### src/rtl/tbec_scrubber_pkg.sv
// tbec_pkg: shared definitions for the ECC memory scrubber.
//   - default address/data widths and counter width
//   - error-code enum reported by the ECC memory (tbec_full)
//   - scrubber FSM state enum
//   - helper deciding whether a code means "not correctable"
package tbec_pkg;

    localparam int unsigned TBEC_ADDR_W = 8;
    localparam int unsigned TBEC_DATA_W = 16;
    localparam int unsigned TBEC_CNT_W  = 16;

    typedef enum logic [1:0] {
        TBEC_OK     = 2'b00,
        TBEC_CORR   = 2'b01,
        TBEC_UNCORR = 2'b10,
        TBEC_RSVD   = 2'b11
    } tbec_code_e;

    typedef enum logic [2:0] {
        S_IDLE = 3'd0,
        S_RD   = 3'd1,
        S_WAIT = 3'd2,
        S_EVAL = 3'd3,
        S_WB   = 3'd4,
        S_NEXT = 3'd5,
        S_DONE = 3'd6
    } tbec_state_e;

    // The reserved code is handled exactly like an uncorrectable one, so
    // both codes with the upper bit set count as uncorrectable.
    function automatic logic code_is_uncorr(input tbec_code_e code);
        return code[1];
    endfunction

endpackage

### src/rtl/tbec_scrubber_if.sv
// Bus interfaces of the scrubber.
//   tbec_host_if : host access request toward the ECC memory
//       host_addr / host_we / host_wdata  (host -> scrubber)
//       host_gnt                          (scrubber -> host), 1 while host owns the port
//   tbec_mem_if  : port of the ECC memory (tbec_full)
//       tbec_addr / mem_we / data_in      (scrubber -> memory)
//       data_out / out_error_code         (memory -> scrubber), corrected data + code
interface tbec_host_if #(
    parameter int unsigned ADDR_W = tbec_pkg::TBEC_ADDR_W,
    parameter int unsigned DATA_W = tbec_pkg::TBEC_DATA_W
) ();
    logic [ADDR_W-1:0] host_addr;
    logic              host_we;
    logic [DATA_W-1:0] host_wdata;
    logic              host_gnt;

    modport master (output host_addr, output host_we, output host_wdata, input  host_gnt);
    modport slave  (input  host_addr, input  host_we, input  host_wdata, output host_gnt);
endinterface

interface tbec_mem_if #(
    parameter int unsigned ADDR_W = tbec_pkg::TBEC_ADDR_W,
    parameter int unsigned DATA_W = tbec_pkg::TBEC_DATA_W
) ();
    logic [ADDR_W-1:0] tbec_addr;
    logic              mem_we;
    logic [DATA_W-1:0] data_in;
    logic [DATA_W-1:0] data_out;
    logic [1:0]        out_error_code;

    modport master (output tbec_addr, output mem_we, output data_in,
                    input  data_out,  input  out_error_code);
    modport slave  (input  tbec_addr, input  mem_we, input  data_in,
                    output data_out,  output out_error_code);
endinterface

### src/rtl/tbec_sat_cnt.sv
// tbec_sat_cnt: W-bit counter with synchronous clear and saturating increment.
//   clk, rst : clock, asynchronous active-high reset
//   clr      : clear to zero (wins over inc)
//   inc      : add one unless already all-ones
//   cnt      : current count (registered)
module tbec_sat_cnt #(
    parameter int unsigned W = 16
) (
    input  logic         clk,
    input  logic         rst,
    input  logic         clr,
    input  logic         inc,
    output logic [W-1:0] cnt
);

    logic [W-1:0] cnt_q;
    logic [W-1:0] cnt_d;

    // Next count: clear, saturating increment or hold
    always_comb begin
        cnt_d = cnt_q;
        if (clr) begin
            cnt_d = {W{1'b0}};
        end else if (inc && (cnt_q != {W{1'b1}})) begin
            cnt_d = cnt_q + {{(W-1){1'b0}}, 1'b1};
        end else begin
            cnt_d = cnt_q;
        end
    end

    // Count register
    always_ff @(posedge clk or posedge rst) begin
        if (rst) begin
            cnt_q <= {W{1'b0}};
        end else begin
            cnt_q <= cnt_d;
        end
    end

    assign cnt = cnt_q;

endmodule

### src/rtl/tbec_scrubber.sv
// tbec_scrubber: walks an ECC memory from address 0 to LAST_ADDR, reads each
// word, writes back words that came back corrected and records uncorrectable
// locations. While idle the memory port is handed straight to the host.
//   tbec_clk, tbec_rst   : clock, asynchronous active-high reset
//   start / abort        : begin a pass (pulse) / end it early (level)
//   host (slave)         : host request, host_gnt=1 while idle
//   mem (master)         : ECC memory port
//   busy / done          : pass in progress / one-cycle completion pulse
//   corr_cnt, uncorr_cnt : per-pass error counters (saturating)
//   last_uncorr_addr, uncorr_flag : sticky uncorrectable record
module tbec_scrubber
    import tbec_pkg::*;
#(
    parameter int unsigned       ADDR_W    = TBEC_ADDR_W,
    parameter int unsigned       DATA_W    = TBEC_DATA_W,
    parameter int unsigned       READ_LAT  = 1,
    parameter logic [ADDR_W-1:0] LAST_ADDR = {ADDR_W{1'b1}}
) (
    input  logic                  tbec_clk,
    input  logic                  tbec_rst,
    input  logic                  start,
    input  logic                  abort,
    tbec_host_if.slave            host,
    tbec_mem_if.master            mem,
    output logic                  busy,
    output logic                  done,
    output logic [TBEC_CNT_W-1:0] corr_cnt,
    output logic [TBEC_CNT_W-1:0] uncorr_cnt,
    output logic [ADDR_W-1:0]     last_uncorr_addr,
    output logic                  uncorr_flag
);

    // WAIT lasts READ_LAT cycles; the counter runs 0 .. READ_LAT-1.
    localparam logic [1:0]        WAIT_LAST = 2'(READ_LAT - 1);
    localparam logic [ADDR_W-1:0] ADDR_ONE  = {{(ADDR_W-1){1'b0}}, 1'b1};

    tbec_state_e       state_q, state_d;
    logic [ADDR_W-1:0] cur_addr_q, cur_addr_d;
    logic [1:0]        wait_cnt_q, wait_cnt_d;
    logic [DATA_W-1:0] rd_data_q, rd_data_d;
    tbec_code_e        rd_code_q, rd_code_d;
    logic [ADDR_W-1:0] last_uncorr_q, last_uncorr_d;
    logic              uncorr_flag_q, uncorr_flag_d;
    logic              cnt_clr_s;
    logic              corr_inc_s;
    logic              uncorr_inc_s;

    // State and datapath registers
    always_ff @(posedge tbec_clk or posedge tbec_rst) begin
        if (tbec_rst) begin
            state_q       <= S_IDLE;
            cur_addr_q    <= {ADDR_W{1'b0}};
            wait_cnt_q    <= 2'd0;
            rd_data_q     <= {DATA_W{1'b0}};
            rd_code_q     <= TBEC_OK;
            last_uncorr_q <= {ADDR_W{1'b0}};
            uncorr_flag_q <= 1'b0;
        end else begin
            state_q       <= state_d;
            cur_addr_q    <= cur_addr_d;
            wait_cnt_q    <= wait_cnt_d;
            rd_data_q     <= rd_data_d;
            rd_code_q     <= rd_code_d;
            last_uncorr_q <= last_uncorr_d;
            uncorr_flag_q <= uncorr_flag_d;
        end
    end

    // Next-state logic, address walk and read capture
    always_comb begin
        state_d    = state_q;
        cur_addr_d = cur_addr_q;
        wait_cnt_d = wait_cnt_q;
        rd_data_d  = rd_data_q;
        rd_code_d  = rd_code_q;
        case (state_q)
            S_IDLE: begin
                // abort in the same cycle as start keeps the port with the host
                if (start && !abort) begin
                    state_d    = S_RD;
                    cur_addr_d = {ADDR_W{1'b0}};
                end else begin
                    state_d = S_IDLE;
                end
            end
            S_RD: begin
                wait_cnt_d = 2'd0;
                if (abort) begin
                    state_d = S_IDLE;
                end else begin
                    state_d = S_WAIT;
                end
            end
            S_WAIT: begin
                if (wait_cnt_q == WAIT_LAST) begin
                    rd_data_d = mem.data_out;
                    rd_code_d = tbec_code_e'(mem.out_error_code);
                end else begin
                    wait_cnt_d = wait_cnt_q + 2'd1;
                end
                if (abort) begin
                    state_d = S_IDLE;
                end else if (wait_cnt_q == WAIT_LAST) begin
                    state_d = S_EVAL;
                end else begin
                    state_d = S_WAIT;
                end
            end
            S_EVAL: begin
                if (abort) begin
                    state_d = S_IDLE;
                end else if (rd_code_q == TBEC_CORR) begin
                    state_d = S_WB;
                end else begin
                    state_d = S_NEXT;
                end
            end
            S_WB: begin
                // the write issued this cycle always lands; abort only skips NEXT
                if (abort) begin
                    state_d = S_IDLE;
                end else begin
                    state_d = S_NEXT;
                end
            end
            S_NEXT: begin
                if (abort) begin
                    state_d = S_IDLE;
                end else if (cur_addr_q == LAST_ADDR) begin
                    state_d = S_DONE;
                end else begin
                    state_d    = S_RD;
                    cur_addr_d = cur_addr_q + ADDR_ONE;
                end
            end
            S_DONE: begin
                state_d = S_IDLE;
            end
            default: begin
                state_d = S_IDLE;
            end
        endcase
    end

    // Error accounting: EVAL's verdict is booked even if abort arrives with it
    always_comb begin
        last_uncorr_d = last_uncorr_q;
        uncorr_flag_d = uncorr_flag_q;
        corr_inc_s    = 1'b0;
        uncorr_inc_s  = 1'b0;
        if ((state_q == S_IDLE) && start && !abort) begin
            cnt_clr_s = 1'b1;
        end else begin
            cnt_clr_s = 1'b0;
        end
        if (state_q == S_EVAL) begin
            corr_inc_s   = (rd_code_q == TBEC_CORR);
            uncorr_inc_s = code_is_uncorr(rd_code_q);
            if (uncorr_inc_s) begin
                last_uncorr_d = cur_addr_q;
                uncorr_flag_d = 1'b1;
            end else begin
                last_uncorr_d = last_uncorr_q;
                uncorr_flag_d = uncorr_flag_q;
            end
        end else begin
            corr_inc_s   = 1'b0;
            uncorr_inc_s = 1'b0;
        end
    end

    // Output decode: host pass-through in IDLE, scrubber drives the port otherwise
    always_comb begin
        host.host_gnt = 1'b0;
        mem.tbec_addr = cur_addr_q;
        mem.mem_we    = 1'b0;
        mem.data_in   = rd_data_q;
        busy          = 1'b0;
        done          = 1'b0;
        case (state_q)
            S_IDLE: begin
                host.host_gnt = 1'b1;
                mem.tbec_addr = host.host_addr;
                mem.mem_we    = host.host_we;
                mem.data_in   = host.host_wdata;
            end
            S_RD, S_WAIT, S_EVAL, S_NEXT: begin
                busy = 1'b1;
            end
            S_WB: begin
                busy       = 1'b1;
                mem.mem_we = 1'b1;
            end
            S_DONE: begin
                done = 1'b1;
            end
            default: begin
                busy = 1'b0;
            end
        endcase
    end

    tbec_sat_cnt #(.W(TBEC_CNT_W)) u_corr_cnt (
        .clk (tbec_clk),
        .rst (tbec_rst),
        .clr (cnt_clr_s),
        .inc (corr_inc_s),
        .cnt (corr_cnt)
    );

    tbec_sat_cnt #(.W(TBEC_CNT_W)) u_uncorr_cnt (
        .clk (tbec_clk),
        .rst (tbec_rst),
        .clr (cnt_clr_s),
        .inc (uncorr_inc_s),
        .cnt (uncorr_cnt)
    );

    assign last_uncorr_addr = last_uncorr_q;
    assign uncorr_flag      = uncorr_flag_q;

endmodule

### src/flat_wrapper.sv
// flat-port wrapper written by rule: the top's interface ports become plain ports
module tbec_scrubber_flat import tbec_pkg::*;
#(
    parameter int unsigned       ADDR_W    = TBEC_ADDR_W,
    parameter int unsigned       DATA_W    = TBEC_DATA_W,
    parameter int unsigned       READ_LAT  = 1,
    parameter logic [ADDR_W-1:0] LAST_ADDR = {ADDR_W{1'b1}}
)
  (tbec_clk, tbec_rst, start, abort, busy, done, corr_cnt, uncorr_cnt, last_uncorr_addr, uncorr_flag, host_host_addr, host_host_we, host_host_wdata, host_host_gnt, mem_tbec_addr, mem_mem_we, mem_data_in, mem_data_out, mem_out_error_code);
  tbec_host_if #(.ADDR_W(ADDR_W), .DATA_W(DATA_W)) host_i ();
  tbec_mem_if #(.ADDR_W(ADDR_W), .DATA_W(DATA_W)) mem_i ();
  input  logic tbec_clk;
  input  logic tbec_rst;
  input  logic start;
  input  logic abort;
  output logic busy;
  output logic done;
  output logic [TBEC_CNT_W-1:0] corr_cnt;
  output logic [TBEC_CNT_W-1:0] uncorr_cnt;
  output logic [ADDR_W-1:0] last_uncorr_addr;
  output logic uncorr_flag;
  input wire logic [$bits(host_i.host_addr)-1:0] host_host_addr;
  input wire logic [$bits(host_i.host_we)-1:0] host_host_we;
  input wire logic [$bits(host_i.host_wdata)-1:0] host_host_wdata;
  output wire logic [$bits(host_i.host_gnt)-1:0] host_host_gnt;
  output wire logic [$bits(mem_i.tbec_addr)-1:0] mem_tbec_addr;
  output wire logic [$bits(mem_i.mem_we)-1:0] mem_mem_we;
  output wire logic [$bits(mem_i.data_in)-1:0] mem_data_in;
  input wire logic [$bits(mem_i.data_out)-1:0] mem_data_out;
  input wire logic [$bits(mem_i.out_error_code)-1:0] mem_out_error_code;
  assign host_i.host_addr = host_host_addr;
  assign host_i.host_we = host_host_we;
  assign host_i.host_wdata = host_host_wdata;
  assign host_host_gnt = host_i.host_gnt;
  assign mem_tbec_addr = mem_i.tbec_addr;
  assign mem_mem_we = mem_i.mem_we;
  assign mem_data_in = mem_i.data_in;
  assign mem_i.data_out = mem_data_out;
  assign mem_i.out_error_code = mem_out_error_code;
  tbec_scrubber #(.ADDR_W(ADDR_W), .DATA_W(DATA_W), .READ_LAT(READ_LAT), .LAST_ADDR(LAST_ADDR)) u_core (.tbec_clk(tbec_clk), .tbec_rst(tbec_rst), .start(start), .abort(abort), .host(host_i), .mem(mem_i), .busy(busy), .done(done), .corr_cnt(corr_cnt), .uncorr_cnt(uncorr_cnt), .last_uncorr_addr(last_uncorr_addr), .uncorr_flag(uncorr_flag));
endmodule
### config.mk
export PLATFORM = sky130hd
export DESIGN_NAME = tbec_scrubber_flat
export DESIGN_NICKNAME = d
export VERILOG_FILES = /design/src/rtl/tbec_scrubber_pkg.sv /design/src/rtl/tbec_scrubber_if.sv /design/src/rtl/tbec_sat_cnt.sv /design/src/rtl/tbec_scrubber.sv /design/src/flat_wrapper.sv
export SDC_FILE = /design/constraint.sdc
export NUM_CORES = 1
export LEC_CHECK = 0
export BUFFER_PORTS_ARGS = -buffer_cell sky130_fd_sc_hd__buf_2
export CAP_MARGIN = 20
export CELL_PAD_IN_SITES_DETAIL_PLACEMENT = 0
export CELL_PAD_IN_SITES_GLOBAL_PLACEMENT = 1
export CORE_MARGIN = 2
export CORE_UTILIZATION = 43
export CTS_BUF_LIST = sky130_fd_sc_hd__clkbuf_8
export CTS_CLUSTER_SIZE = 14
export DETAILED_ROUTE_END_ITERATION = 12
export GPL_ROUTABILITY_DRIVEN = 0
export PLACE_DENSITY_LB_ADDON = 0.1
export SYNTH_ARGS = -nofsm -noshare
export SYNTH_HDL_FRONTEND = slang
export SYNTH_SLANG_ARGS = --single-unit
### constraint.sdc
create_clock -name tbec_clk -period 3.8 [get_ports tbec_clk]
set_input_delay 0.76 -clock tbec_clk [delete_from_list [all_inputs] [get_ports tbec_clk]]
set_output_delay 0.76 -clock tbec_clk [all_outputs]
set_load 0.05 [all_outputs]
# ---- Yosys cells after proc, flatten, opt, wreduce, memory -nomap -nowiden
# Cells that the tools add are included.
dict set report totals {
  register_bits 72
  inputBits 47
  out_inout_bits 69
  elab_cells 73
}
dict set report op_classes {
  n_addsub 4
  eq_ne 14
  n_mux 29
  n_reduce_logical 17
}
# cell n
set op_table {}
lappend op_table {{two-way mux 16 bit} 5}
lappend op_table {{adder 16 x 1 -> 16 bit, second input constant} 2}
lappend op_table {{two-way mux 8 bit} 4}
lappend op_table {{!= test 16 bit, second input constant} 2}
lappend op_table {{case mux 3 bit (6 select lines)} 1}
lappend op_table {{case mux 8 bit (2 select lines)} 1}
lappend op_table {{two-way mux 3 bit} 5}
lappend op_table {{== test 3 bit, second input constant} 3}
lappend op_table {{two-way mux 1 bit} 9}
lappend op_table {{adder 8 x 1 -> 8 bit, second input constant} 1}
lappend op_table {{== test 8 bit, second input constant} 1}
lappend op_table {{nonzero test 2 bit} 4}
lappend op_table {{== test 3 x 2 -> 1 bit, second input constant} 2}
lappend op_table {{!= test 2 bit, second input constant} 3}
lappend op_table {{AND reduction 2 bit} 3}
lappend op_table {{logical AND 1 bit} 5}
lappend op_table {{OR reduction 5 bit} 1}
lappend op_table {{two-way mux 2 bit} 2}
lappend op_table {{case mux 2 bit (2 select lines)} 1}
lappend op_table {{AND reduction 4 bit} 1}
lappend op_table {{== test 3 x 1 -> 1 bit, second input constant} 1}
lappend op_table {{zero test 3 bit} 1}
lappend op_table {{adder 2 x 1 -> 2 bit, second input constant} 1}
lappend op_table {{== test 2 x 1 -> 1 bit, second input constant} 1}
lappend op_table {{4 further kinds} 4}

# ---- Longest topological paths before layout
dict set report depth {
  ltp_word 5
  ltp_mapped 8
  depth_no_buf 6
}

# ---- By module
# Synthesis repeated with hierarchy kept, for this count alone.
dict set report unflattened {
  cells_unflattened 378
  hier_area_um2 3956.3
}
# mod instances cells_per_inst area_each_um2 seq_area_each_um2
set by_module_without_submodules {}
lappend by_module_without_submodules {tbec_scrubber 1 176 2092.0 1001.0}
lappend by_module_without_submodules {tbec_sat_cnt 2 101 932.1 400.4}

# ---- Least setup slack after synthesis
# No wires, ideal clock.
dict set report synth_timing {
  path_type {input to output}
  startpoint {in host_host_we}
  endpoint {out mem_mem_we}
  arrival_ps 1835
  required_ps 3040
  setup_slack_ps 1205
  path_stages 2
  n_path_buf 0
  path_cell_list {nor2_1 > nor3_1}
}
dict set report synth_between {
  elab_chain_cells 1
}
# item line_no
set synth_rtl {}
lappend synth_rtl {{start: declaration} flat_wrapper.sv:23} ;# input wire logic [$bits(host_i.host_we)-1:0] host_host_we;
lappend synth_rtl {{case mux 1 bit (2 select lines)} tbec_scrubber.sv:180} ;# case (state_q)
lappend synth_rtl {{end: declaration} flat_wrapper.sv:27} ;# output wire logic [$bits(mem_i.mem_we)-1:0] mem_mem_we;
# No other way between the ends.

# ---- Worst setup path in the final report
dict set report layout_timing {
  startpoint {reg u_core.state_q[0]}
  endpoint {out mem_data_in[10]}
}
dict set report layout_between {
  elab_chain_cells 2
}
# item line_no
set layout_rtl {}
lappend layout_rtl {{start: declaration} tbec_scrubber.sv:37} ;# tbec_state_e state_q, state_d;
lappend layout_rtl {{start signal: assignment} tbec_scrubber.sv:59} ;# state_q <= state_d;
lappend layout_rtl {{zero test 3 bit} tbec_scrubber.sv:180}
lappend layout_rtl {{two-way mux 16 bit} tbec_scrubber.sv:180}
lappend layout_rtl {{end: declaration} flat_wrapper.sv:28} ;# output wire logic [$bits(mem_i.data_in)-1:0] mem_data_in;
# No other way between the ends.

==> results.tsv <==
stage	metric	value	unit
worst_hold_path	holdPathEnd	u_core.last_uncorr_addr[7]$_DFFE_PP0P_	
timing	maxSlewHeadroom	0.447	
power	p_per_area	502	nW/um^2
floorplan	io_pins	116	
logic_synthesis	syn_inst	386	
layout	drive_above_1_share	0.363	
run	maxCapViolCount	0	
routing	first_pass_iters	4	
grt	grtUsageTotal	0.192	
routing	num_vias	3301	
floorplan	initial_core_util	0.443	
cts	cts_setup_buffers	0	
routing	vias_per_cell	5.42	
placed_design	portBuffers	115	
cts	cts_tree	built	
layout	layout_commonest_cell	buf_2	
logic_synthesis	yosysSeqAreaShare	0.468	
floorplan	fp.dieArea	9720	sq um
cts	worstSkewPairLatency	0.34	ns
routing	drcViolationCount	0	
critical_path	crit_arrival	2.27	ns
logic_synthesis	synthDistinctLibCells	54	
timing	period_share	0.798	
critical_path	r2r_end	u_core.u_uncorr_cnt.cnt[3]$_DFFE_PP0P_	
critical_path	endpoint_kind	output port	
worst_hold_path	hp-class	register to register	
logic_synthesis	synth_edf_count	0	
timing	finalCriticalPeriod	3.03	ns
floorplan	fp.dieW	98.6	um
critical_path	r2r_slack	1.27	ns
timing	hold_viol_final	0	
cts	clock_path_buffers	2	
cts	numCtsBuffers	9	
layout	diodes	0	
timing	fin_skew	0.00880	ns
grt	overflow	0	
routing	drtIter0Drc	135	
worst_hold_path	hold_depth	2	
cts	cts-resized-gates	0	
cts	cts.hold.buffers_added	0	
logic_synthesis	yosys_warnings	0	
routing	detail_route.wl_per_cell	15.0	um
critical_path	crit_type	register to output port	
grt	grt_pass1_wl	15200	um
routing	postRouteAntennaNets	0	
timing	fin_setup_tns	0	ns
cts	clk_pin_slew	0.07	ns
logic_synthesis	postSynthNetCount	437	
cts	cts.sinks	72	
logic_synthesis	ys_ff_latch	72	
status	status	completed	
placed_design	dp_hpwl	6510	um
floorplan	core-area	8680	sq um
grt	antenna_found_initial	0	
timing	worst-slew-pin-transition	0.829	ns
logic_synthesis	synth-main-ff-cell	dfrtp_1	
layout	fin_nets	549	
timing	slew_viol_final	0	
grt	grt_pass1_vias	3140	
critical_path	reg2reg_depth	5	
timing	fmax	330	MHz
layout	syn_to_final_growth	21.2	%
cts	root_buffer	clkbuf_8	
worst_hold_path	min_from	u_core.last_uncorr_addr[7]$_DFFE_PP0P_	
timing	rsz0062_at_grt	false	
power	max-vdd-ir-drop	0.388	mV
critical_path	rr_startpoint	u_core.state_q[1]$_DFF_PP0_	
floorplan	row_count	34	
critical_path	startpoint_type	register	
logic_synthesis	async_reset_ff_frac	1.00	
layout	final.fill_count	852	
critical_path	cp.required	3.04	ns
power	p_leak	2.35	nW
timing	finalSetupViolations	0	
cts	htreeDepth	3	
grt	grt_max_degree	37	
logic_synthesis	syn_area	3850	sq um
logic_synthesis	syn_avg_cell_area	9.97	sq um
layout	final_cell_mix	buf_2 (115), dfrtp_1 (72), nand2_1 (46), mux2_2 (42), nor2_1 (27)	
critical_path	crit_fanout	21	
layout	post-route-util	0.537	
routing	routed_wl	9120	um
floorplan	die_h	98.6	um
## worst max-delay path, cell delays in order, from the launching register on
cell and delay (ns):
dfrtp_1 0.54, nor3_4 0.45, buf_4 0.35, mux2_2 0.38, buf_2 0.21
## Yosys cell counts, types with 7 or more instances
cell | count | share of area
o21ai_1 | 11 | 0.014
dfrtp_1 | 72 | 0.47
nand2_1 | 46 | 0.045
a21oi_1 | 14 | 0.018
and3_1 | 12 | 0.020
buf_2 | 9 | 0.012
nor3_1 | 11 | 0.014
nand4_1 | 11 | 0.018
xnor2_1 | 8 | 0.018
o21ai_0 | 11 | 0.014
nand3_1 | 18 | 0.023
inv_1 | 7 | 0.0068
mux2_2 | 42 | 0.12
nor2_1 | 27 | 0.026
## power breakdown
group          switching [W]  leakage (nW)  internal [W]
registers          0.0000966         0.963      0.000889
logic               0.000535          1.29      0.000269
clock network       0.000272        0.0969      0.000279
total               0.000904          2.35       0.00144
## sequential cells by signal, indices dropped and copies added (netlist names)
register and cells:
u_core.last_uncorr_addr 8, u_core.cur_addr_q 8, u_core.u_corr_cnt.cnt 16, u_core.rd_data_q 16, u_core.state_q 3, u_core.u_uncorr_cnt.cnt 16, u_core.rd_code_q 2, u_core.uncorr_flag 1
u_core.wait_cnt_q 2
## how the worst max path moves through the flow
stage / startpoint / endpoint / slack [ns]
3_5_place_dp: u_core.state_q[0]$_DFF_PP0_ / mem_data_in[7] / 1.12
6_report: u_core.state_q[0]$_DFF_PP0_ / mem_data_in[10] / 0.77
4_1_cts: u_core.state_q[1]$_DFF_PP0_ / mem_data_in[7] / 0.75
3_3_place_gp: u_core.state_q[0]$_DFF_PP0_ / mem_data_in[10] / 1.18
5_1_grt: u_core.state_q[1]$_DFF_PP0_ / mem_data_in[7] / 0.63
2_1_floorplan: host_host_we / mem_mem_we / 1.21
## cell type report
| cell class | instances | area (sq um) | share of cell area |
|---|---|---|---|
| multi-input cells | 290 | 1930 | 0.414 |
| clock inverters | 2 | 7.51 | 0.00161 |
| well taps | 108 | 135 | 0.0290 |
| clock buffers | 12 | 165 | 0.0354 |
| inverters | 7 | 26.3 | 0.00563 |
| repair buffers | 118 | 598 | 0.128 |
| flip-flops and latches | 72 | 1800 | 0.386 |
## cell families (layout without fill, tap and decap cells)
logic type | after synthesis | after routing | share of synthesized area
simple gates | 167 | 167 | 0.231
fa+ha+maj | 4 | 4 | 0.0130
xor+xnor | 8 | 8 | 0.0182
buf+inv | 24 | 139 | 0.0302
mux | 44 | 44 | 0.128
flops | 72 | 72 | 0.468
compound gates | 67 | 67 | 0.112
## per-stage QoR
| step | hold WS [ns] | worst slack [ns] | total power (W) | area (sq um) | instances |
|---|---|---|---|---|---|
| 6_report | 0.474 | 0.766 | 0.00234 | 4660 | 609 |
| 5_1_grt | 0.506 | 0.631 | 0.00245 | 4660 | 609 |
| 4_1_cts | 0.484 | 0.751 | 0.00237 | 4660 | 609 |
| 3_5_place_dp | 0.458 | 1.12 | 0.00181 | 4490 | 595 |
| 3_3_place_gp | 0.448 | 1.18 | 0.00180 | 4490 | 595 |
| 2_1_floorplan | 0.449 | 1.21 | 0.00163 | 3850 | 386 |
## routing by layer
metal | wire (um) | up-vias | global-route usage
met5 | 0 | - | 0
met1 | 4410 | 1565 | 0.271
met3 | 508 | 9 | 0.0426
li1 | - | 1636 | -
met4 | 138 | 0 | 0.0738
met2 | 4060 | 91 | 0.288
No activity file was read; power rests on OpenSTA's default activity.
